`src/rtl/ball_motion_engine_if.sv`:
```
// Signal bundle between the ball motion engine and its surroundings:
// detector results and game controls in, ball state and score out.
interface ball_motion_engine_if;
    // Inputs are sampled on every clk edge. frame_tick qualifies all motion.
    // There is no back-pressure: every output is a registered level, except
    // point_pulse, which is a one-clk strobe.
    logic        frame_tick;
    logic        serve;
    logic        restart;
    logic        collide;
    logic [1:0]  edg;
    logic [21:0] ball_location;
    logic [31:0] ball_velocity;
    logic [3:0]  score_p0;
    logic [3:0]  score_p1;
    logic [5:0]  rally_cnt;
    logic        point_pulse;
    logic        server;
    logic        game_over;
    logic [2:0]  state_dbg;

    modport master (
        input  frame_tick, serve, restart, collide, edg,
        output ball_location, ball_velocity, score_p0, score_p1, rally_cnt,
               point_pulse, server, game_over, state_dbg
    );

    modport slave (
        output frame_tick, serve, restart, collide, edg,
        input  ball_location, ball_velocity, score_p0, score_p1, rally_cnt,
               point_pulse, server, game_over, state_dbg
    );
endinterface

```
`src/rtl/ball_motion_engine.sv`:
```
// Ball state owner for the pingpong game: per-frame position integration,
// paddle reflection, point scoring and the serve/rally/point/game-over sequence.
module ball_motion_engine #(
    parameter int A_MAX      = 790,
    parameter int B_MAX      = 1280,
    parameter int SERVE_B    = 100,
    parameter int SERVE_VA   = 2,
    parameter int SERVE_VB   = 8,
    parameter int HIT_SPEED  = 10,
    parameter int HIT_LOCK   = 8,
    parameter int POINT_HOLD = 60,
    parameter int WIN_SCORE  = 11
) (
    input  logic                 clk,
    input  logic                 rst_n,
    ball_motion_engine_if.master bus
);
    typedef enum logic [2:0] {S_IDLE, S_FLY, S_LOCK, S_POINT, S_OVER} state_t;

    localparam logic [10:0]        SERVE_A   = 11'(A_MAX / 2);
    localparam logic [10:0]        SERVE_B0  = 11'(SERVE_B);
    localparam logic [10:0]        SERVE_B1  = 11'(B_MAX - SERVE_B);
    localparam logic signed [16:0] A_LIM     = 17'(A_MAX + 1);
    localparam logic signed [16:0] B_LIM     = 17'(B_MAX + 1);
    localparam logic [15:0]        VA_SERVE  = 16'(SERVE_VA);
    localparam logic [15:0]        VB_POS    = 16'(SERVE_VB);
    localparam logic [15:0]        VB_NEG    = 16'(-SERVE_VB);
    localparam logic [15:0]        HIT_BASE  = 16'(HIT_SPEED);
    localparam logic [7:0]         LOCK_LOAD = 8'(HIT_LOCK);
    localparam logic [7:0]         HOLD_LOAD = 8'(POINT_HOLD);
    localparam logic [3:0]         WIN       = 4'(WIN_SCORE);

    state_t      state_q, state_d;
    logic [10:0] loc_a_q, loc_a_d, loc_b_q, loc_b_d;
    logic [15:0] va_q, va_d, vb_q, vb_d;
    logic [3:0]  score0_q, score0_d, score1_q, score1_d;
    logic [5:0]  rally_q, rally_d;
    logic [7:0]  lock_q, lock_d, hold_q, hold_d;
    logic        pulse_q, pulse_d;
    logic        server_q, server_d;
    logic        over_q, over_d;
    logic [15:0] hit_mag;
    logic [15:0] vb_new;

    // Saturate instead of wrapping so an exit always lands beyond the
    // detector's edge thresholds.
    function automatic logic [10:0] sat_step(input logic [10:0] pos,
                                             input logic [15:0] vel,
                                             input logic signed [16:0] lim);
        logic signed [16:0] sum;
        sum = $signed({6'b0, pos}) + $signed({vel[15], vel});
        if (sum < 0)        return '0;
        else if (sum > lim) return lim[10:0];
        else                return sum[10:0];
    endfunction

    always_comb begin
        state_d  = state_q;
        loc_a_d  = loc_a_q;
        loc_b_d  = loc_b_q;
        va_d     = va_q;
        vb_d     = vb_q;
        score0_d = score0_q;
        score1_d = score1_q;
        rally_d  = rally_q;
        lock_d   = lock_q;
        hold_d   = hold_q;
        pulse_d  = 1'b0;
        server_d = server_q;
        hit_mag  = HIT_BASE + {12'b0, rally_q[5:2]};
        vb_new   = vb_q;

        if (bus.restart) begin
            state_d  = S_IDLE;
            loc_a_d  = SERVE_A;
            loc_b_d  = SERVE_B0;
            va_d     = '0;
            vb_d     = '0;
            score0_d = '0;
            score1_d = '0;
            rally_d  = '0;
            lock_d   = '0;
            hold_d   = '0;
            server_d = 1'b0;
        end else begin
            case (state_q)
                S_IDLE: begin
                    loc_a_d = SERVE_A;
                    loc_b_d = server_q ? SERVE_B1 : SERVE_B0;
                    va_d    = '0;
                    vb_d    = '0;
                    if (bus.serve) begin
                        va_d    = VA_SERVE;
                        vb_d    = server_q ? VB_NEG : VB_POS;
                        rally_d = '0;
                        state_d = S_FLY;
                    end
                end
                S_FLY, S_LOCK: begin
                    if (bus.frame_tick) begin
                        if (bus.edg == 2'b01 || bus.edg == 2'b10) begin
                            // The conceding player serves next.
                            if (bus.edg == 2'b01) begin
                                if (score0_q != WIN) score0_d = score0_q + 4'd1;
                                server_d = 1'b1;
                            end else begin
                                if (score1_q != WIN) score1_d = score1_q + 4'd1;
                                server_d = 1'b0;
                            end
                            va_d    = '0;
                            vb_d    = '0;
                            pulse_d = 1'b1;
                            lock_d  = '0;
                            hold_d  = HOLD_LOAD;
                            state_d = S_POINT;
                        end else begin
                            if (state_q == S_FLY && bus.collide) begin
                                vb_new = vb_q[15] ? hit_mag : -hit_mag;
                                if (rally_q != 6'd63) rally_d = rally_q + 6'd1;
                                lock_d  = LOCK_LOAD;
                                state_d = S_LOCK;
                            end else if (state_q == S_LOCK) begin
                                lock_d = lock_q - 8'd1;
                                if (lock_q <= 8'd1) state_d = S_FLY;
                            end
                            vb_d    = vb_new;
                            loc_a_d = sat_step(loc_a_q, va_q, A_LIM);
                            loc_b_d = sat_step(loc_b_q, vb_new, B_LIM);
                        end
                    end
                end
                S_POINT: begin
                    if (bus.frame_tick) begin
                        hold_d = hold_q - 8'd1;
                        if (hold_q <= 8'd1) begin
                            hold_d = '0;
                            if (score0_q == WIN || score1_q == WIN) begin
                                state_d = S_OVER;
                            end else begin
                                state_d = S_IDLE;
                                loc_a_d = SERVE_A;
                                loc_b_d = server_q ? SERVE_B1 : SERVE_B0;
                            end
                        end
                    end
                end
                S_OVER: ;
                default: state_d = S_IDLE;
            endcase
        end
        over_d = (state_d == S_OVER);
    end

    always_ff @(posedge clk or negedge rst_n) begin
        if (!rst_n) begin
            state_q  <= S_IDLE;
            loc_a_q  <= SERVE_A;
            loc_b_q  <= SERVE_B0;
            va_q     <= '0;
            vb_q     <= '0;
            score0_q <= '0;
            score1_q <= '0;
            rally_q  <= '0;
            lock_q   <= '0;
            hold_q   <= '0;
            pulse_q  <= 1'b0;
            server_q <= 1'b0;
            over_q   <= 1'b0;
        end else begin
            state_q  <= state_d;
            loc_a_q  <= loc_a_d;
            loc_b_q  <= loc_b_d;
            va_q     <= va_d;
            vb_q     <= vb_d;
            score0_q <= score0_d;
            score1_q <= score1_d;
            rally_q  <= rally_d;
            lock_q   <= lock_d;
            hold_q   <= hold_d;
            pulse_q  <= pulse_d;
            server_q <= server_d;
            over_q   <= over_d;
        end
    end

    assign bus.ball_location = {loc_a_q, loc_b_q};
    assign bus.ball_velocity = {va_q, vb_q};
    assign bus.score_p0      = score0_q;
    assign bus.score_p1      = score1_q;
    assign bus.rally_cnt     = rally_q;
    assign bus.point_pulse   = pulse_q;
    assign bus.server        = server_q;
    assign bus.game_over     = over_q;
    assign bus.state_dbg     = state_q;
endmodule

```
`src/flat_wrapper.sv`:
```
// flat-port wrapper written by rule: the top's interface ports become plain ports
module ball_motion_engine_flat 
#(
    parameter int A_MAX      = 790,
    parameter int B_MAX      = 1280,
    parameter int SERVE_B    = 100,
    parameter int SERVE_VA   = 2,
    parameter int SERVE_VB   = 8,
    parameter int HIT_SPEED  = 10,
    parameter int HIT_LOCK   = 8,
    parameter int POINT_HOLD = 60,
    parameter int WIN_SCORE  = 11
)
  (clk, rst_n, bus_frame_tick, bus_serve, bus_restart, bus_collide, bus_edg, bus_ball_location, bus_ball_velocity, bus_score_p0, bus_score_p1, bus_rally_cnt, bus_point_pulse, bus_server, bus_game_over, bus_state_dbg);
  ball_motion_engine_if bus_i ();
  input  logic clk;
  input  logic rst_n;
  input wire logic [$bits(bus_i.frame_tick)-1:0] bus_frame_tick;
  input wire logic [$bits(bus_i.serve)-1:0] bus_serve;
  input wire logic [$bits(bus_i.restart)-1:0] bus_restart;
  input wire logic [$bits(bus_i.collide)-1:0] bus_collide;
  input wire logic [$bits(bus_i.edg)-1:0] bus_edg;
  output wire logic [$bits(bus_i.ball_location)-1:0] bus_ball_location;
  output wire logic [$bits(bus_i.ball_velocity)-1:0] bus_ball_velocity;
  output wire logic [$bits(bus_i.score_p0)-1:0] bus_score_p0;
  output wire logic [$bits(bus_i.score_p1)-1:0] bus_score_p1;
  output wire logic [$bits(bus_i.rally_cnt)-1:0] bus_rally_cnt;
  output wire logic [$bits(bus_i.point_pulse)-1:0] bus_point_pulse;
  output wire logic [$bits(bus_i.server)-1:0] bus_server;
  output wire logic [$bits(bus_i.game_over)-1:0] bus_game_over;
  output wire logic [$bits(bus_i.state_dbg)-1:0] bus_state_dbg;
  assign bus_i.frame_tick = bus_frame_tick;
  assign bus_i.serve = bus_serve;
  assign bus_i.restart = bus_restart;
  assign bus_i.collide = bus_collide;
  assign bus_i.edg = bus_edg;
  assign bus_ball_location = bus_i.ball_location;
  assign bus_ball_velocity = bus_i.ball_velocity;
  assign bus_score_p0 = bus_i.score_p0;
  assign bus_score_p1 = bus_i.score_p1;
  assign bus_rally_cnt = bus_i.rally_cnt;
  assign bus_point_pulse = bus_i.point_pulse;
  assign bus_server = bus_i.server;
  assign bus_game_over = bus_i.game_over;
  assign bus_state_dbg = bus_i.state_dbg;
  ball_motion_engine #(.A_MAX(A_MAX), .B_MAX(B_MAX), .SERVE_B(SERVE_B), .SERVE_VA(SERVE_VA), .SERVE_VB(SERVE_VB), .HIT_SPEED(HIT_SPEED), .HIT_LOCK(HIT_LOCK), .POINT_HOLD(POINT_HOLD), .WIN_SCORE(WIN_SCORE)) u_core (.clk(clk), .rst_n(rst_n), .bus(bus_i));
endmodule
```
`config.mk`:
```
export PLATFORM = sky130hd
export DESIGN_NAME = ball_motion_engine_flat
export DESIGN_NICKNAME = d
export VERILOG_FILES = /design/src/rtl/ball_motion_engine_if.sv /design/src/rtl/ball_motion_engine.sv /design/src/flat_wrapper.sv
export SDC_FILE = /design/constraint.sdc
export NUM_CORES = 1
export LEC_CHECK = 0
export CAP_MARGIN = 10
export CORE_ASPECT_RATIO = 0.75
export CORE_MARGIN = 8
export CORE_UTILIZATION = 56
export CTS_BUF_LIST = sky130_fd_sc_hd__clkbuf_4
export CTS_CLUSTER_DIAMETER = 150
export DETAILED_ROUTE_END_ITERATION = 8
export PLACE_DENSITY = 0.83
export SYNTH_ARGS = -nofsm -noshare
export SYNTH_HDL_FRONTEND = slang
export SYNTH_SLANG_ARGS = --single-unit
```
`constraint.sdc`:
```
create_clock -name clk -period 4.6 [get_ports clk]
set_input_delay 0.92 -clock clk [delete_from_list [all_inputs] [get_ports clk]]
set_output_delay 0.92 -clock clk [all_outputs]
set_load 0.005 [all_outputs]
```
### Yosys cells after proc, flatten, opt, wreduce, memory -nomap -nowiden

Cells that the tools add are included.

| storage, ports and cells | value |
|---|---|
| input port bits | 8 |
| logic and storage cells | 161 |
| flip-flop bits (word level) | 90 |
| output and inout port bits | 74 |

| cells by class | value |
|---|---|
| $add $sub $neg | 9 |
| muxes and demuxes | 87 |
| magnitude comparators | 6 |
| equal/unequal tests | 22 |
| reduce and logical (&&, ||, !) cells | 24 |

Operators with widths:

| operator | number |
|---|---|
| two-way mux 16 bit | 14 |
| two-way mux 11 bit | 17 |
| two-way mux 8 bit | 11 |
| case mux 11 bit (3 select lines) | 2 |
| case mux 16 bit (2 select lines) | 2 |
| two-way mux 4 bit | 12 |
| two-way mux 6 bit | 6 |
| adder 12 x 16 -> 17 bit | 2 |
| < comparator 17 x 1 -> 1 bit (second input constant) | 2 |
| two-way mux 3 bit | 10 |
| > comparator 17 x 11 -> 1 bit (second input constant) | 1 |
| > comparator 17 x 12 -> 1 bit (second input constant) | 1 |
| <= comparator 8 x 1 -> 1 bit (second input constant) | 2 |
| negator 16 bit | 1 |
| case mux 8 bit (2 select lines) | 1 |
| subtractor 8 x 1 -> 8 bit (second input constant) | 2 |
| inequality test 3 bit (second input constant) | 5 |
| inequality test 3 x 2 -> 1 bit (second input constant) | 4 |
| case mux 3 bit (4 select lines) | 1 |
| case mux 6 bit (2 select lines) | 1 |
| AND reduction 6 bit | 2 |
| nonzero test 2 bit | 6 |
| AND reduction 5 bit | 2 |
| two-way mux 1 bit | 9 |
| other kinds (22) | 32 |

### Longest topological paths before layout

| depth | value |
|---|---|
| depth in word-level cells | 16 |
| depth in mapped cells | 15 |
| gate-level depth less buffers | 15 |

### Least setup slack after synthesis

Ideal clock, no wire load.

| timing | value |
|---|---|
| path kind | input to register |
| start point | input port bus_collide |
| end point | register u_core.loc_b_q[2] |
| data arrival time | 4.366 ns |
| cell stages on the path | 14 |
| data required time | 4.509 ns |
| setup slack | 0.143 ns |
| cells stage by stage | nand4bb_1 clkbuf_1 clkbuf_1 clkbuf_1 o21ai_0 ha_1 fa_1 a211oi_1 nor4b_1 a2111oi_1 o21ai_0 nor4_2 nor2_1 o31ai_1 |

| on the way | value |
|---|---|
| longest elaborated chain between the ends | 14 |
| elaborated cells on any way between the ends | 15 |

RTL lines:

| what | RTL line | source |
|---|---|---|
| start, declared | flat_wrapper.sv:21 | `input wire logic [$bits(bus_i.collide)-1:0] bus_collide;` |
| logical AND 1 bit (*) | ball_motion_engine.sv:117 | `if (state_q == S_FLY && bus.collide) begin` |
| two-way mux 16 bit (*) | ball_motion_engine.sv:117 |  |
| two-way mux 16 bit (*) | ball_motion_engine.sv:101 | `if (bus.edg == 2'b01 \|\| bus.edg == 2'b10) begin` |
| two-way mux 16 bit (*) | ball_motion_engine.sv:100 | `if (bus.frame_tick) begin` |
| two-way mux 16 bit (*) | ball_motion_engine.sv:86 | `case (state_q)` |
| two-way mux 16 bit (*) | ball_motion_engine.sv:73 | `if (bus.restart) begin` |
| adder 12 x 16 -> 17 bit (*) | ball_motion_engine.sv:51 | `sum = $signed({6'b0, pos}) + $signed({vel[15], vel});` |
| > comparator 17 x 12 -> 1 bit | ball_motion_engine.sv:53 | `else if (sum > lim) return lim[10:0];` |
| two-way mux 11 bit | ball_motion_engine.sv:53 |  |
| two-way mux 11 bit (*) | ball_motion_engine.sv:52 | `if (sum < 0) return '0;` |
| two-way mux 11 bit (*) | ball_motion_engine.sv:101 |  |
| two-way mux 11 bit (*) | ball_motion_engine.sv:100 |  |
| case mux 11 bit (3 select lines) (*) | ball_motion_engine.sv:86 |  |
| two-way mux 11 bit (*) | ball_motion_engine.sv:73 |  |
| end signal, assigned | ball_motion_engine.sv:172 | `loc_b_q <= loc_b_d;` |
| end, declared | ball_motion_engine.sv:34 | `logic [10:0] loc_a_q, loc_a_d, loc_b_q, loc_b_d;` |

Mark *: on every way between the ends. The rest lies on a longest branch, timed or not. The select of a mux whose other input is x is not followed.
A chain may end at the register's enable or synchronous reset.

### Worst setup path after layout

| timing | value |
|---|---|
| start point | register u_core.rally_q[3] (netlist: u_core.bus.rally_cnt[3]) |
| end point | register u_core.loc_b_q[7] |

| on the way | value |
|---|---|
| longest elaborated chain between the ends | 16 |
| elaborated cells on any way between the ends | 17 |

RTL lines:

| what | RTL line | source |
|---|---|---|
| start, declared | ball_motion_engine.sv:37 | `logic [5:0] rally_q, rally_d;` |
| start signal, assigned | ball_motion_engine.sv:177 | `rally_q <= rally_d;` |
| adder 4 x 4 -> 5 bit (*) | ball_motion_engine.sv:70 | `hit_mag = HIT_BASE + {12'b0, rally_q[5:2]};` |
| negator 16 bit | ball_motion_engine.sv:118 | `vb_new = vb_q[15] ? hit_mag : -hit_mag;` |
| two-way mux 16 bit (*) | ball_motion_engine.sv:118 |  |
| two-way mux 16 bit (*) | ball_motion_engine.sv:117 |  |
| two-way mux 16 bit (*) | ball_motion_engine.sv:101 |  |
| two-way mux 16 bit (*) | ball_motion_engine.sv:100 |  |
| two-way mux 16 bit (*) | ball_motion_engine.sv:86 |  |
| two-way mux 16 bit (*) | ball_motion_engine.sv:73 |  |
| adder 12 x 16 -> 17 bit (*) | ball_motion_engine.sv:51 |  |
| > comparator 17 x 12 -> 1 bit | ball_motion_engine.sv:53 |  |
| two-way mux 11 bit | ball_motion_engine.sv:53 |  |
| two-way mux 11 bit (*) | ball_motion_engine.sv:52 |  |
| two-way mux 11 bit (*) | ball_motion_engine.sv:101 |  |
| two-way mux 11 bit (*) | ball_motion_engine.sv:100 |  |
| case mux 11 bit (3 select lines) (*) | ball_motion_engine.sv:86 |  |
| two-way mux 11 bit (*) | ball_motion_engine.sv:73 |  |

Marks and branches as above.

==> reports/metrics.cfg <==
[critical_path]
cp-endpoint=u_core.loc_b_q[7]
cp.required_ps=4930
crit_type=reg -> reg
timing.rr.start=u_core.bus.rally_cnt[3]
startpoint_type=register
path_common_cell=ha_1
critPathSlowestCell=dfrtp_1
path_max_fanout=10
worstRegToRegCells=15
cpPeakStageDelay_ps=510
cp.arrival_ps=4540
cp-end-kind=register
r2r_end=u_core.loc_b_q[7]
startpoint=u_core.bus.rally_cnt[3]
crit_chain=ha_1, nor2b_1, nor2b_1, ha_1, a21oi_1, o21ai_0, ha_1, o21ai_0, o211ai_1, nand2_1, o311ai_0, o31ai_1, buf_4, nor2_1, o31ai_2
rrSetupSlack_ps=390

[global_route]
overflow=0
grt_pass1_wl_mm=25.0
grtUsageTotal_pct=24.0
grt_max_degree=76
grt_pass1_vias=4920
antenna_found_initial=0

[yosys]
synth_edf_count=0
synthFlopType=dfrtp_1
synth-seq-cells=75
yosysSeqAreaShare_pct=35.8
syn_avg_cell_area_um2=8.20
synth_top_cell_area_share_pct=31.8
yosysWarnings=0
synth_top_area_cell=dfrtp_1
synthTopCellsByCount=nand2_1 (77), nor2_1 (77), dfrtp_1 (67)
synth_area_um2=5270
synthCells=642
ys_types=72
yosys-top-cells-area=dfrtp_1 (32%), ha_1 (6.2%), o21ai_0 (6.1%)
ys_async_sr_fraction_pct=100

[sta]
hold_ws_ps=521
maxSlewHeadroom_pct=36.0
tightest_slew_ps=960
max_freq_mhz=237
fin_ws_ps=386
setup-violations-final=0
drv_slew=0
final.min_clock_period_ps=4210
skew_ps=25.9
final_hold_viol_count=0
grt_setup_unrepaired=no
min_period_over_period_pct=91.6

[floorplanning]
core_um2=9080
die_h_um=100
dieArea_um2=12800
initial_utilization_pct=58.0
placement_rows=30
io_pins=82
dieWidth_um=128

[placement]
pre_cts_slack_ps=-93.5
dp.cells=826
hpwl_mm=11.2
place_congestion=0.963
numPortBuffers=66

[final_layout]
finalNonFillerCells=843
area_growth_pct=17.7
final_nets=745
final_util_pct=68.3
n_antenna_cell=0
layout-drive-gt1-share_pct=7.97

[power_and_ir_drop]
power_density_nw_per_um2=281
ir_drop_v=0.000242
cellLeakagePower_uw=0.00269

[hold_path]
hold_class=reg -> reg

[drt]
vias=5098
drt_wl_total_mm=15.2
drc=0
antenna_left=0
via_per_inst=6.05
drt_iter0_markers=574
drt-wirelength-per-cell_um=18.0
drt-pass1-iter-count=5

[clock_network]
cts_hold_buf=0
htreeDepth=3
clock_sinks=75
cts_tree=done
clkTransAtPathRegs_ps=120
cts.path.max_buffers=2
cts_root_buf=clkbuf_4
clk_latency_ps=460
cts_buffers=9

[outcome]
status=finished, final reports clean

[run]
max_cap_viol_count=0

==> cell usage in the layout, fill, tap and decap left out, types with 6 or more instances in the layout <==
cell	synthesis	routed
nor2b_1	6	6
dfrtp_1	67	67
conb_1	1	15
xor2_1	9	9
o31ai_1	15	15
a21oi_1	49	49
inv_1	24	24
xnor2_1	11	11
nor2_1	77	77
nor3_1	15	15
nand3_1	10	10
ha_1	26	26
o21ai_0	64	64
clkdlybuf4s50_1	0	65
a22o_1	6	6
dfstp_2	8	8
and3_1	7	7
nand2b_1	7	7
buf_4	16	19
nand2_1	77	77
a21o_1	10	10
clkbuf_4	0	12
nand4_1	9	9
==> what timing repair did <==
item / CTS / global route
endpoints found under the setup margin: 0 / 6
setup buffers: 0 / 1
endpoints found under the hold margin: 0 / 0
gates resized for setup: 0 / 2
==> registers in the layout, summed over array words and instances (netlist names) <==
register                flops
u_core.vb_q                16
u_core.loc_a_q             11
u_core.loc_b_q             11
u_core.hold_q               8
u_core.lock_q               8
u_core.bus.rally_cnt        6
u_core.bus.score_p0         4
u_core.bus.score_p1         4
u_core.bus.state_dbg        3
u_core.bus.game_over        1
u_core.bus.point_pulse      1
u_core.bus.server           1
u_core.va_q                 1
==> through the flow <==
stage / area, µm² / setup TNS [ps] / total power (µW)
floorplan: 5320 / 0 / 1160
finish: 6200 / 0 / 1740
detailed placement: 6070 / -442 / 1380
CTS: 6170 / 0 / 1740
global route: 6200 / 0 / 1840
global placement: 6070 / 0 / 1360
==> routing by layer <==
metal / vias up / global-route usage, % / share of wire [%]
li1: 2433 / - / -
met3: 15 / 7.47 / 9.3
met4: 0 / 5.19 / 0.76
met2: 230 / 37.2 / 45
met5: - / 0 / 0
met1: 2420 / 32.0 / 45
==> report_power, final <==
group	switching, µW	internal, µW	total, µW
Clock	240	124	364
Combinational	343	262	605
Sequential	64.4	711	775
==> cell families after synthesis <==
kind of cell	share of synthesized area (%)
other cells	0.0712
flops	35.8
simple gates	21.3
xor+xnor	3.33
compound gates	26.4
fa+ha+maj	6.56
mux	0.570
buf+inv	5.89
==> how the worst min path moves through the flow <==
stage | from | to | slack (ps) | cells past startpoint
2_1_floorplan | u_core.hold_q[7] | u_core.hold_q[7] | 470 | 1
3_3_place_gp | u_core.hold_q[7] | u_core.hold_q[7] | 500 | 1
3_5_place_dp | u_core.hold_q[7] | u_core.hold_q[7] | 500 | 1
4_1_cts | u_core.hold_q[7] | u_core.hold_q[7] | 520 | 1
5_1_grt | u_core.loc_a_q[0] | u_core.loc_a_q[0] | 550 | 1
6_report | u_core.loc_a_q[0] | u_core.loc_a_q[0] | 520 | 1
==> final cells by class <==
cell class                 count  area [µm²]
clock buffer                  12        90.1
clock inverter                 4        18.8
fill                         732        2880
inverter                      24        90.1
multi-input combinational    515        3140
sequential                    75        1890
tap                          128         160
timing repair buffer          85         813
==> worst max-delay path, delay by kind of cell (launching register included) <==
family / cells / cell delay (ps)
fa+ha+maj: 3 / 1000
simple gates: 4 / 760
buf+inv: 1 / 190
compound gates: 7 / 1660
flops: 1 / 510
No activity file was read; power rests on OpenSTA's default activity.
